[src/rtl/pc_fetch_ctrl.sv]
// ---------------------------------------------------------------------------
// pc_fetch_ctrl
// Owns the fetch PC and the IF-stage SRAM-like instruction port. The current
// pc is published to the next-PC generator, which returns npc (sequential or
// redirect target). One request may be outstanding at a time. Returns that
// belong to a path abandoned by a redirect are dropped. Fetched instructions
// are held in a 2-entry in-order queue that feeds ID.
//
// Ports
//   clk, rst                 clock / synchronous active-high reset
//   pc         (out, 32)     current fetch PC
//   npc        (in, 32)      next PC from the next-PC generator
//   redirect   (in)          npc is non-sequential; flush every fetch in flight
//   pc_wr      (in)          0 = stall: hold pc and issue no new request
//   inst_req   (out)         fetch request valid
//   inst_addr  (out, 32)     fetch address (always pc)
//   inst_addr_ok (in)        request accepted (handshake with inst_req)
//   inst_data_ok (in)        read data returned (one per accepted request)
//   inst_rdata (in, 32)      returned instruction
//   if_valid / if_pc / if_inst / if_adel (out)  queue head towards ID
//   if_ready   (in)          ID consumes the head when if_valid is also high
// ---------------------------------------------------------------------------
module pc_fetch_ctrl #(
    parameter logic [31:0] RESET_PC = 32'hBFC0_0000
) (
    input  logic        clk,
    input  logic        rst,
    output logic [31:0] pc,
    input  logic [31:0] npc,
    input  logic        redirect,
    input  logic        pc_wr,
    output logic        inst_req,
    output logic [31:0] inst_addr,
    input  logic        inst_addr_ok,
    input  logic        inst_data_ok,
    input  logic [31:0] inst_rdata,
    output logic        if_valid,
    output logic [31:0] if_pc,
    output logic [31:0] if_inst,
    output logic        if_adel,
    input  logic        if_ready
);

    // REQ: may issue. WAIT: one request outstanding on the live path.
    // CANCEL: one request outstanding on an abandoned path. HALT: address
    // error queued, nothing more is fetched until the next redirect.
    typedef enum logic [1:0] {
        ST_REQ    = 2'd0,
        ST_WAIT   = 2'd1,
        ST_CANCEL = 2'd2,
        ST_HALT   = 2'd3
    } state_t;

    state_t      r_state;
    state_t      w_state_nxt;

    logic [31:0] r_pc;
    logic [31:0] r_req_pc;          // address of the outstanding request
    logic [31:0] r_q_pc   [2];
    logic [31:0] r_q_inst [2];
    logic [1:0]  r_q_adel;
    logic        r_wp;
    logic        r_rp;
    logic [1:0]  r_cnt;

    logic        w_outstanding;
    logic        w_space;
    logic        w_aligned;
    logic        w_handshake;
    logic        w_enq_data;
    logic        w_enq_adel;
    logic        w_enq;
    logic        w_deq;

    // A request is only issued when its return is guaranteed a queue slot,
    // so the queue can never overflow.
    assign w_outstanding = (r_state == ST_WAIT) || (r_state == ST_CANCEL);
    assign w_space       = ({1'b0, r_cnt} + {2'b00, w_outstanding}) < 3'd2;
    assign w_aligned     = (r_pc[1:0] == 2'b00);
    assign w_handshake   = inst_req & inst_addr_ok;
    assign w_enq         = w_enq_data | w_enq_adel;
    assign w_deq         = if_valid & if_ready;

    assign pc        = r_pc;
    assign inst_addr = r_pc;
    assign if_valid  = (r_cnt != 2'd0);
    assign if_pc     = r_q_pc[r_rp];
    assign if_inst   = r_q_inst[r_rp];
    assign if_adel   = r_q_adel[r_rp];

    // State register
    always_ff @(posedge clk) begin
        if (rst) begin
            r_state <= ST_REQ;
        end else begin
            r_state <= w_state_nxt;
        end
    end

    // Next-state logic; redirect takes priority except that a return landing
    // in the same cycle still retires the outstanding request.
    always_comb begin
        w_state_nxt = r_state;
        case (r_state)
            ST_REQ: begin
                if (redirect) begin
                    w_state_nxt = ST_REQ;
                end else if (w_handshake) begin
                    w_state_nxt = ST_WAIT;
                end else if (w_enq_adel) begin
                    w_state_nxt = ST_HALT;
                end else begin
                    w_state_nxt = ST_REQ;
                end
            end
            ST_WAIT: begin
                if (inst_data_ok) begin
                    w_state_nxt = ST_REQ;
                end else if (redirect) begin
                    w_state_nxt = ST_CANCEL;
                end else begin
                    w_state_nxt = ST_WAIT;
                end
            end
            ST_CANCEL: begin
                if (inst_data_ok) begin
                    w_state_nxt = ST_REQ;
                end else begin
                    w_state_nxt = ST_CANCEL;
                end
            end
            ST_HALT: begin
                if (redirect) begin
                    w_state_nxt = ST_REQ;
                end else begin
                    w_state_nxt = ST_HALT;
                end
            end
            default: w_state_nxt = ST_REQ;
        endcase
    end

    // Output logic: request issue and queue-write decisions per state
    always_comb begin
        inst_req   = 1'b0;
        w_enq_data = 1'b0;
        w_enq_adel = 1'b0;
        case (r_state)
            ST_REQ: begin
                inst_req   = pc_wr & ~redirect & w_aligned & w_space & ~rst;
                // A misaligned pc is reported instead of fetched.
                w_enq_adel = pc_wr & ~redirect & ~w_aligned & w_space;
            end
            ST_WAIT: begin
                w_enq_data = inst_data_ok & ~redirect;
            end
            ST_CANCEL: begin
                w_enq_data = 1'b0;
            end
            ST_HALT: begin
                w_enq_data = 1'b0;
            end
            default: begin
                inst_req = 1'b0;
            end
        endcase
    end

    // PC, outstanding address and instruction queue
    always_ff @(posedge clk) begin
        if (rst) begin
            r_pc     <= RESET_PC;
            r_req_pc <= 32'd0;
            r_q_adel <= 2'b00;
            r_wp     <= 1'b0;
            r_rp     <= 1'b0;
            r_cnt    <= 2'd0;
            for (int i = 0; i < 2; i++) begin
                r_q_pc[i]   <= 32'd0;
                r_q_inst[i] <= 32'd0;
            end
        end else begin
            if (redirect || w_handshake) begin
                r_pc <= npc;
            end
            if (w_handshake) begin
                r_req_pc <= r_pc;
            end
            if (redirect) begin
                // Flush overrides any same-cycle enqueue or dequeue.
                r_cnt <= 2'd0;
                r_wp  <= 1'b0;
                r_rp  <= 1'b0;
            end else begin
                if (w_enq) begin
                    r_q_pc[r_wp]   <= w_enq_adel ? r_pc : r_req_pc;
                    r_q_inst[r_wp] <= w_enq_adel ? 32'd0 : inst_rdata;
                    r_q_adel[r_wp] <= w_enq_adel;
                    r_wp           <= ~r_wp;
                end
                if (w_deq) begin
                    r_rp <= ~r_rp;
                end
                case ({w_enq, w_deq})
                    2'b10:   r_cnt <= r_cnt + 2'd1;
                    2'b01:   r_cnt <= r_cnt - 2'd1;
                    default: r_cnt <= r_cnt;
                endcase
            end
        end
    end

endmodule
[config.mk]
export PLATFORM = sky130hd
export DESIGN_NAME = pc_fetch_ctrl
export DESIGN_NICKNAME = d
export VERILOG_FILES = /design/src/rtl/pc_fetch_ctrl.sv
export SDC_FILE = /design/constraint.sdc
export NUM_CORES = 1
export LEC_CHECK = 0
export CAP_MARGIN = 20
export CORE_UTILIZATION = 41
export DETAILED_ROUTE_END_ITERATION = 16
export GPL_ROUTABILITY_DRIVEN = 0
export PLACE_DENSITY = 0.71
export SYNTH_ARGS = -nofsm -noshare
export SYNTH_HDL_FRONTEND = slang
export SYNTH_SLANG_ARGS = --single-unit
[constraint.sdc]
create_clock -name clk -period 6.8 [get_ports clk]
set_clock_uncertainty 0.2 [all_clocks]
set_input_delay 1.36 -clock clk [delete_from_list [all_inputs] [get_ports clk]]
set_output_delay 1.36 -clock clk [all_outputs]
set_load 0.01 [all_outputs]
# Word-level counts from Yosys, hierarchy flattened
# Memory sizes are Yosys's and may differ from the RTL's. A register that Yosys moved wholly into a read port is not among the register bits.
# Cells that the tools add are included.
dict set report op_classes {
  n_shift 0
  order_cmp 4
  mux 35
  n_reduce_logical 11
  div 0
  bitwise 15
  multipliers 0
  eq_ne 5
  addsub 3
}
# op count
set op_table {}
lappend op_table {{32-bit two-way mux} 4}
lappend op_table {{32-bit OR reduction} 2}
lappend op_table {{1-bit two-way mux} 20}
lappend op_table {{2-bit two-way mux} 7}
lappend op_table {{1-bit AND} 9}
lappend op_table {{2-bit one-hot mux with 4 select lines} 1}
lappend op_table {{2-bit == test (second input constant)} 3}
lappend op_table {{1-bit NOT} 5}
lappend op_table {{2-bit by 1-bit == test with 1-bit output (second input constant)} 2}
lappend op_table {{2-bit logical NOT} 2}
lappend op_table {{1-bit by 2-bit < comparator with 1-bit output (second input constant)} 2}
lappend op_table {{2-bit one-hot mux with 2 select lines} 1}
lappend op_table {{2-bit nonzero test} 2}
lappend op_table {{2-bit by 1-bit adder with 3-bit output} 1}
lappend op_table {{3-bit by 2-bit < comparator with 1-bit output (second input constant)} 1}
lappend op_table {{2-bit by 1-bit adder with 2-bit output (second input constant)} 1}
lappend op_table {{2-bit bitwise mux} 1}
lappend op_table {{1-bit logical OR} 2}
lappend op_table {{2-bit AND reduction} 1}
lappend op_table {{2-bit OR reduction} 1}
lappend op_table {{2-bit by 1-bit subtractor with 2-bit output (second input constant)} 1}
lappend op_table {{1-bit demux with 1-bit select} 1}
lappend op_table {{1-bit >= comparator (second input constant)} 1}
lappend op_table {{1-bit logical AND} 1}
lappend op_table {{1-bit OR} 1}
dict set report totals {
  word_cells 82
  mem_bits_ro 0
  out_inout_bits 131
  regBits 72
  n_memories 2
  in_bits 71
  latchBits 0
  ram_bits 128
}
# name depth width read_ports rd_ports_with_merged_regs write_ports line
set memory_table {}
lappend memory_table {r_q_inst 2 32 1 1 2 60} ;# logic [31:0] r_q_inst [2];
lappend memory_table {r_q_pc 2 32 1 1 2 59} ;# logic [31:0] r_q_pc [2];

# Logic depth before layout (Yosys ltp)
# Gate-level depths: netlist of the first run.
dict set report logic_depth {
  word_depth 13
  mapped_depth 8
  mapped_depth_nobuf 6
}

# Worst setup path after synthesis of the first run
# OpenSTA, ideal clock, no wires.
dict set report synth_timing {
  kind {in2reg}
  start {input redirect}
  end {memory r_q_inst[0][0], enable pin}
  arrival_time_ns 3.256
  setup_ns 0.421
  setup_slack_ns 2.924
  required_time_ns 6.179
  stages 3
  path_buffers 0
  cell_sequence {o21bai_4 o31ai_4 a21o_1}
}
# item line
set synth_lines {}
lappend synth_lines {{start: declaration} 30} ;# input logic redirect,
lappend synth_lines {{end: declaration} 60}

# Final worst setup path of the first run
dict set report layout_timing {
  start {input redirect}
  end {output inst_req}
}
dict set report layout_via {
  elab_chain_len 6
}
# item line
set layout_lines {}
lappend layout_lines {{1-bit NOT (no source line)} n/a}
lappend layout_lines {{1-bit AND (4 in a row)} 150} ;# inst_req = pc_wr & ~redirect & w_aligned & w_space & ~rst;
lappend layout_lines {{1-bit two-way mux} 148} ;# case (r_state)
lappend layout_lines {{end: declaration} 32} ;# output logic inst_req,
# No other way between the ends.

==> metrics, run 1 <==
status finished clean; grt ovf 0; sequential share of the synthesized area 59.9%; Hold Crit Start r_q_adel[0]; Post-route DRC 0; largest net degree at the start of global routing 88; # Post-CTS Setup Buffers 0; Reg power frac 50.0%; worst vdd ir 0.000133 V; reg2reg end r_q_pc[1][8]; Util after Layout 54.4%; # IOs 202; Pint 2.14 mW; cells after synthesis 695; via/cell ratio 4.95; Max Slew Vio Count 0; layout cells sized above 1 13.3%; Fin Setup TNS 0 ns; core area 21100 um2; Sw Ratio 22.0%; commonest register cell after synthesis edfxtp_1; WP data required 5.24 ns; fin crit share 72.0%; WHS Endpoint r_q_adel[0]; First-pass DRT Iterations 4; Synth cell types 41; Pwr Density 238 nW/um2; vias in the first global route 5597; clk buf depth 3; Post-synth EDFFs 128; Clk Latency, worst-skew pair 0.48 ns; R2R depth 7; Max Freq 0.204 GHz; crit end category primary output; critical path class in2out; IO Port Bufs 201; cell depth of the worst hold path 2; FF-to-FF Start r_state[0]; initial antenna violation count 0; LEAKAGE 4.29 nW; CP max-delay cell clkdlybuf4s50_1; first-pass GRT wire length 29400 um; gr usage total 16.9%; delay-heaviest family, CP buffers and inverters; post-cts sizing count 0; Die Area 22200 um2; Mapped Avg Cell Area 12.7 um2; Layout area overhead 29.6%; Comb pwr share 9.6%; # nets final 929; Hold Slack 0.273 ns; Max-slew headroom 34.8%; Die Y 149 um; Cell Area, Synth 8860 um2; Starting DRT DRC Count 201; starting density of the core 42.0%; Tightest Pin Transition 0.979 ns; crit-path cells clkdlybuf4s50_1 -> nor4_4 -> and3_1 -> clkdlybuf4s50_1; Final Hold Fails 0; post-route ant nets 0; Sw Pwr 0.601 mW; Root Buffer clkbuf_16; most used cell, CP clkdlybuf4s50_1; drt wl/cell 16.6 um; asr flop ratio synth 0%; post-layout minimum cycle time 4.89 ns; final wirelength 19000 um; Arr. time, crit path 3.33 ns; vias 5668; n_diodes 0; TritonCTS buffer count 22; DP HPWL 11400 um; max incr delay on CP 0.72 ns; critical path launch point type input pin; Bufs and invs on worst path 2; htree depth 1; Clk pin slew, worst setup/hold paths 0.06 ns; CTS Hold Buffers Added 0; r2r setup slk 3.72 ns; Synth warnings 0; Synth Register Bits 201; Die X 149 um; Mapped Nets 770; RSZ-0062 raised after global routing no; # rows 53; CTS tree done; final setup violation count 0; Worst Path Max Fanout 14; clock network power share 40.4%; MaxCap Viol Count 0; CTS sink cnt 201; Hold Crit Class reg2reg
-- area by class of cell --
cell class	count	area, um2
Fill cell	1811	9610
Sequential cell	201	5310
Multi-Input combinational cell	415	3070
Timing Repair Buffer	207	2050
Clock buffer	36	644
Tap cell	275	344
Clock inverter	4	32.5
Inverter	7	26.3
-- cell usage after synthesis (2+ instances only) --
library cell	instances	share of area [%]
dfxtp_1	73	16
nor4_4	2	0.48
inv_1	7	0.30
clkbuf_1	20	0.85
clkbuf_2	3	0.17
nand3b_1	2	0.17
mux2i_1	85	9.6
nand2b_1	2	0.14
buf_6	8	1.0
ha_1	4	0.56
edfxtp_1	128	43
o31ai_1	2	0.17
nor2_1	131	5.6
nand2_1	4	0.17
nor3_1	12	0.68
and3b_1	3	0.30
buf_4	34	2.9
and2_1	64	4.5
mux2_2	65	8.3
a21oi_1	15	0.85
buf_2	7	0.40
o21ai_0	4	0.23
a21o_1	2	0.17
-- stage by stage --
step           power [mW]  area [um2]  setup slack [ns]  cells
2_1_floorplan        1.52        8860              2.92    695
3_3_place_gp         1.66       10800              1.95   1105
3_5_place_dp         1.66       10800              1.89   1105
4_1_cts              2.77       11500              1.89   1145
5_1_grt              2.84       11500              1.81   1145
6_report             2.74       11500              1.91   1145
-- power groups by stage --
stage / sequential, mW / clock, mW / combinational, mW
after floorplan: 1.39 / 0 / 0.128
after global placement: 1.39 / 0 / 0.263
after detailed placement: 1.40 / 0 / 0.265
after CTS: 1.37 / 1.13 / 0.267
after global routing: 1.37 / 1.18 / 0.283
final: 1.37 / 1.10 / 0.263
-- state kept, by name, indices dropped and copies added, names as in the netlist, named ones only --
name and count:
r_q_adel 2, r_req_pc 32, r_state 2, r_q_inst 64, r_wp 1, r_rp 1, r_q_pc 64, r_cnt 2
inst_addr 32
-- tightest hold or removal path, delay by kind of cell, from the launching register on --
| family | cells | cell delay (ns) |
|---|---|---|
| AO/OA/AOI/OAI | 2 | 0.12 |
| flip-flops | 1 | 0.31 |
-- worst max path at each step --
stage	slack, ns	endpoint	start	cells after the start
global route	1.81	inst_req	redirect	4
floorplan	2.92	r_q_inst[0][0]	redirect	3
detailed placement	1.89	inst_req	redirect	4
finish	1.91	inst_req	redirect	4
global placement	1.95	inst_req	redirect	4
CTS	1.89	inst_req	redirect	4
-- per-layer routing --
metal  global-route usage, %  share of wire [%]  vias up
met3                    3.98                7.9       29
met1                    20.7                 42     2745
met4                    3.88                1.5        0
li1                        -                  -     2711
met2                    30.0                 48      183
met5                       0                  0        -
-- cell usage in the layout (no fill, tap or decap), types with 2 or more instances in the layout --
cell type	synthesis	routed
clkdlybuf4s50_1	0	200
nor2_1	131	131
edfxtp_1	128	128
mux2i_1	85	85
dfxtp_1	73	72
mux2_2	65	65
and2_1	64	64
clkbuf_16	0	23
a21oi_1	15	15
nor3_1	12	12
clkbuf_1	20	11
inv_1	7	7
buf_4	34	7
nand2_1	4	4
o21ai_0	4	4
ha_1	4	4
and3b_1	3	3
nor4_4	2	2
a21o_4	0	2
nand3b_1	2	2
nand2b_1	2	2
o31ai_1	2	2
clkbuf_8	0	2
-- logic make-up after synthesis --
family / count (synthesis) / share of synthesized area, %
AO/OA/AOI/OAI: 29 / 2.42
AND/OR/NAND/NOR: 230 / 13.5
adder cells (fa/ha/maj): 4 / 0.565
XOR/XNOR: 2 / 0.198
flip-flops: 201 / 59.9
buffers and inverters: 79 / 5.61
multiplexers: 150 / 17.9
No activity file was read; power rests on OpenSTA's default activity.
==> run 2: changes to the inputs <==
==> constraint.sdc (replaced) <==
create_clock -name clk -period 4.7 [get_ports clk]
set_clock_uncertainty 0.2 [all_clocks]
set_input_delay 0.94 -clock clk [delete_from_list [all_inputs] [get_ports clk]]
set_output_delay 0.94 -clock clk [all_outputs]
set_load 0.01 [all_outputs]
==> metrics, run 2 (same netlist as run 1, synthesis figures left out) <==
gr usage total 16.5%; worst vdd ir 0.000262 V; MaxCap Viol Count 0; htree depth 1; biggest registers after layout r_q_inst: 64 flops, r_q_pc: 64 flops; LEAKAGE 4.32 nW; # rows 53; CTS Hold Buffers Added 0; post-cts sizing count 0; final setup violation count 0; CP max-delay cell clkdlybuf4s50_1; commonest non-fill, non-tap cells in the layout clkdlybuf4s50_1, nor2_1, edfxtp_1; TritonCTS buffer count 22; Clk pin slew, worst setup/hold paths 0.05 ns; Pwr Density 348 nW/um2; WP data required 3.56 ns; Bufs and invs on worst path 2; Register Area 5310 um2; crit end category primary output; First-pass DRT Iterations 4; Max Slew Vio Count 0; crit-path cells clkdlybuf4s50_1 -> nor4_4 -> and3_1 -> clkdlybuf4s50_1; final wirelength 18700 um; Die Y 149 um; delay-heaviest family, CP buffers and inverters; post-layout minimum cycle time 3.70 ns; Worst Path Max Fanout 3; initial antenna violation count 0; max incr delay on CP 0.53 ns; drt wl/cell 16.3 um; status finished clean; Root Buffer clkbuf_16; Clk Latency, worst-skew pair 0.49 ns; Starting DRT DRC Count 220; CTS tree done; layout cells sized above 1 13.8%; starting density of the core 42.0%; most used cell, CP clkdlybuf4s50_1; fin crit share 78.7%; # IOs 202; n_diodes 0; grt ovf 0; vias 5595; core area 21100 um2; largest net degree at the start of global routing 87; most common cell after layout, fill and taps aside clkdlybuf4s50_1; Multi-input gate area 3070 um2; IO Port Bufs 201; Final Hold Fails 0; Max-slew headroom 35.8%; # nets final 932; vias in the first global route 5412; Die X 149 um; RSZ-0062 raised after global routing no; fill cell count 1855; Arr. time, crit path 2.56 ns; first-pass GRT wire length 28500 um; Fin Setup TNS 0 ns; post-route ant nets 0; Hold Crit Class reg2reg; critical path launch point type input pin; via/cell ratio 4.89; Layout area overhead 30.0%; Die Area 22200 um2; critical path class in2out; Max Freq 0.270 GHz; Util after Layout 54.6%; # Post-CTS Setup Buffers 0; CTS sink cnt 201; Tightest Pin Transition 0.964 ns; clk buf depth 3; Post-route DRC 0; DP HPWL 11300 um
## run 2: changes by cell type in the layout (fill, tap and decap cells not counted), sizes merged
cell and change:
inv +1, clkinv +4, bufinv +2, clkinvlp -1, buf +3, clkbuf -9
## run 2: final timing paths
| check | endpoint | cells after the start | slack (ns) | start |
|---|---|---|---|---|
| setup reg to reg | r_q_pc[0][13] | 6 | 1.78 | r_state[0] |
| hold / removal | r_req_pc[30] | 2 | 0.29 | r_req_pc[30] |
| hold reg to reg | r_req_pc[30] | 2 | 0.29 | r_req_pc[30] |
| setup / recovery | inst_req | 4 | 1.00 | redirect |
## run 2: area by class of cell
type                       instances  area share [%]
sequential                       201            46.1
inverter                           7           0.228
multi-input combinational        415            26.7
clock buffer                      27            5.13
timing repair buffer             210            18.0
tap                              275            2.99
clock inverter                    10           0.869
## run 2: worst reg2reg max path, delay by kind of cell (launching register included)
family          cells  cell delay [ns]
simple gates        3             1.35
compound gates      1             0.43
flops               1             0.37
fa+ha+maj           1             0.31
buf+inv             1             0.08
## run 2: report_power, final
| part | internal, mW | switching, mW |
|---|---|---|
| clock | 0.997 | 0.655 |
| sequential | 1.94 | 0.0395 |
| combinational | 0.213 | 0.169 |
## run 2: metal layers
layer / vias to the layer above / share of wire, % / track usage (%)
li1: 2714 / - / -
met1: 2684 / 44 / 21.2
met2: 169 / 47 / 28.1
met3: 28 / 6.6 / 3.55
met4: 0 / 2.2 / 4.54
met5: - / 0 / 0
## run 2: through the flow
| step | total power [mW] | setup slack [ns] | instance area (um2) | cells | hold slack (ns) |
|---|---|---|---|---|---|
| finish | 4.01 | 1.00 | 11500 | 1145 | 0.293 |
| global route | 4.16 | 0.973 | 11500 | 1145 | 0.321 |
| CTS | 4.06 | 0.991 | 11500 | 1145 | 0.297 |
| detailed placement | 2.40 | 0.993 | 10800 | 1108 | 0.282 |
| global placement | 2.40 | 1.05 | 10800 | 1108 | 0.264 |
| floorplan | 2.20 | 1.24 | 8860 | 695 | 0.246 |
==> run 3: changes to the inputs <==
==> constraint.sdc (replaced) <==
create_clock -name clk -period 3.8 [get_ports clk]
set_clock_uncertainty 0.2 [all_clocks]
set_input_delay 0.76 -clock clk [delete_from_list [all_inputs] [get_ports clk]]
set_output_delay 0.76 -clock clk [all_outputs]
set_load 0.01 [all_outputs]
==> metrics, run 3 (same netlist as run 1, synthesis figures left out) <==
status finished clean; critical path launch point type input pin; first-pass GRT wire length 29800 um; Max Slew Vio Count 0; Hold Crit Class reg2reg; vias in the first global route 5640; r2r setup slk 1.20 ns; Max-slew headroom 57.7%; crit-path cells clkdlybuf4s50_1 -> nor4_4 -> and3_1 -> clkdlybuf4s50_1; CP max-delay cell clkdlybuf4s50_1; biggest registers after layout r_q_inst: 64 flops, r_q_pc: 64 flops; CTS Hold Buffers Added 0; crit end category primary output; post-layout minimum cycle time 3.29 ns; RSZ-0062 raised after global routing no; CTS sink cnt 201; Starting DRT DRC Count 228; Tightest Pin Transition 0.634 ns; post-route ant nets 0; Worst Path Max Fanout 3; largest net degree at the start of global routing 48; # IOs 202; Root Buffer clkbuf_16; max incr delay on CP 0.53 ns; drt wl/cell 16.4 um; grt ovf 0; Fin Setup TNS 0 ns; starting density of the core 42.0%; fin crit share 86.6%; DP HPWL 12300 um; Pwr Density 434 nW/um2; gr usage total 17.3%; TritonCTS buffer count 22; n_diodes 0; # Post-CTS Setup Buffers 0; layout cells sized above 1 15.6%; Max Freq 0.304 GHz; cell depth of the worst hold path 2; vias 5638; final wirelength 19000 um; CTS tree done; Final Hold Fails 0; via/cell ratio 4.87; # nets final 942; final setup violation count 0; commonest non-fill, non-tap cells in the layout clkdlybuf4s50_1, nor2_1, edfxtp_1; Die Y 149 um; core area 21100 um2; worst setup path end inst_req; Hold Slack 0.269 ns; initial antenna violation count 0; WP data required 2.84 ns; Die X 149 um; FF-to-FF Start r_state[0]; Die Area 22200 um2; Post-route DRC 0; LEAKAGE 4.43 nW; worst vdd ir 0.000347 V; reg2reg end r_q_inst[1][5]; most used cell, CP clkdlybuf4s50_1; clk buf depth 3; most common cell after layout, fill and taps aside clkdlybuf4s50_1; htree depth 1; Clk Latency, worst-skew pair 0.50 ns; R2R depth 6; critical path class in2out; Arr. time, crit path 2.33 ns; Layout area overhead 32.2%; Critical Path Start redirect; IO Port Bufs 201; First-pass DRT Iterations 4; MaxCap Viol Count 0; Clk pin slew, worst setup/hold paths 0.06 ns; post-cts sizing count 0; # rows 53
## run 3: metrics by stage
step / cell area, um2 / util (%) / total power [mW] / cells / worst slack, ns
floorplan: 8860 / - / 2.72 / 695 / 0.490
global placement: 11000 / 51.9 / 2.97 / 1118 / 0.511
detailed placement: 11000 / 51.9 / 2.98 / 1118 / 0.500
CTS: 11700 / 55.5 / 5.14 / 1158 / 0.482
global route: 11700 / 55.5 / 5.26 / 1158 / 0.438
finish: 11700 / 55.5 / 5.08 / 1158 / 0.507
## run 3: worst max-delay path, delay by kind of cell
kind,cells,cell delay (ns)
buffers and inverters,2,0.99
and+or+nand+nor,2,0.59
## run 3: worst min path at each step
stage                  from            to  slack, ns
6_report        r_q_adel[0]   r_q_adel[0]       0.27
3_5_place_dp    r_q_adel[0]   r_q_adel[0]       0.26
4_1_cts         r_q_adel[0]   r_q_adel[0]       0.27
5_1_grt         r_q_adel[0]   r_q_adel[0]       0.30
3_3_place_gp   r_req_pc[10]  r_req_pc[10]       0.27
2_1_floorplan   r_q_adel[0]   r_q_adel[0]       0.25
## run 3: layer usage
metal  global-route usage [%]  vias to the layer above  routed length, um
met3                     4.10                       28               1590
li1                         -                     2739                  -
met4                     4.80                        0                360
met1                     21.6                     2666               8130
met2                     29.8                      205               8960
met5                        0                        -                  0
## run 3: cell type report
class	instances	area (um2)
inverter	7	26.3
sequential	201	5310
clock inverter	10	72.6
clock buffer	30	684
multi-input combinational	415	3070
fill	1782	9380
tap	275	344
timing repair buffer	220	2200
## run 3: power by group
part           leakage, nW  total [mW]  internal [mW]  switching [mW]
combinational         2.13       0.483          0.272           0.211
clock                0.383        2.15           1.32           0.828
sequential            1.92        2.45           2.40          0.0488
total                 4.43        5.08           3.99            1.09
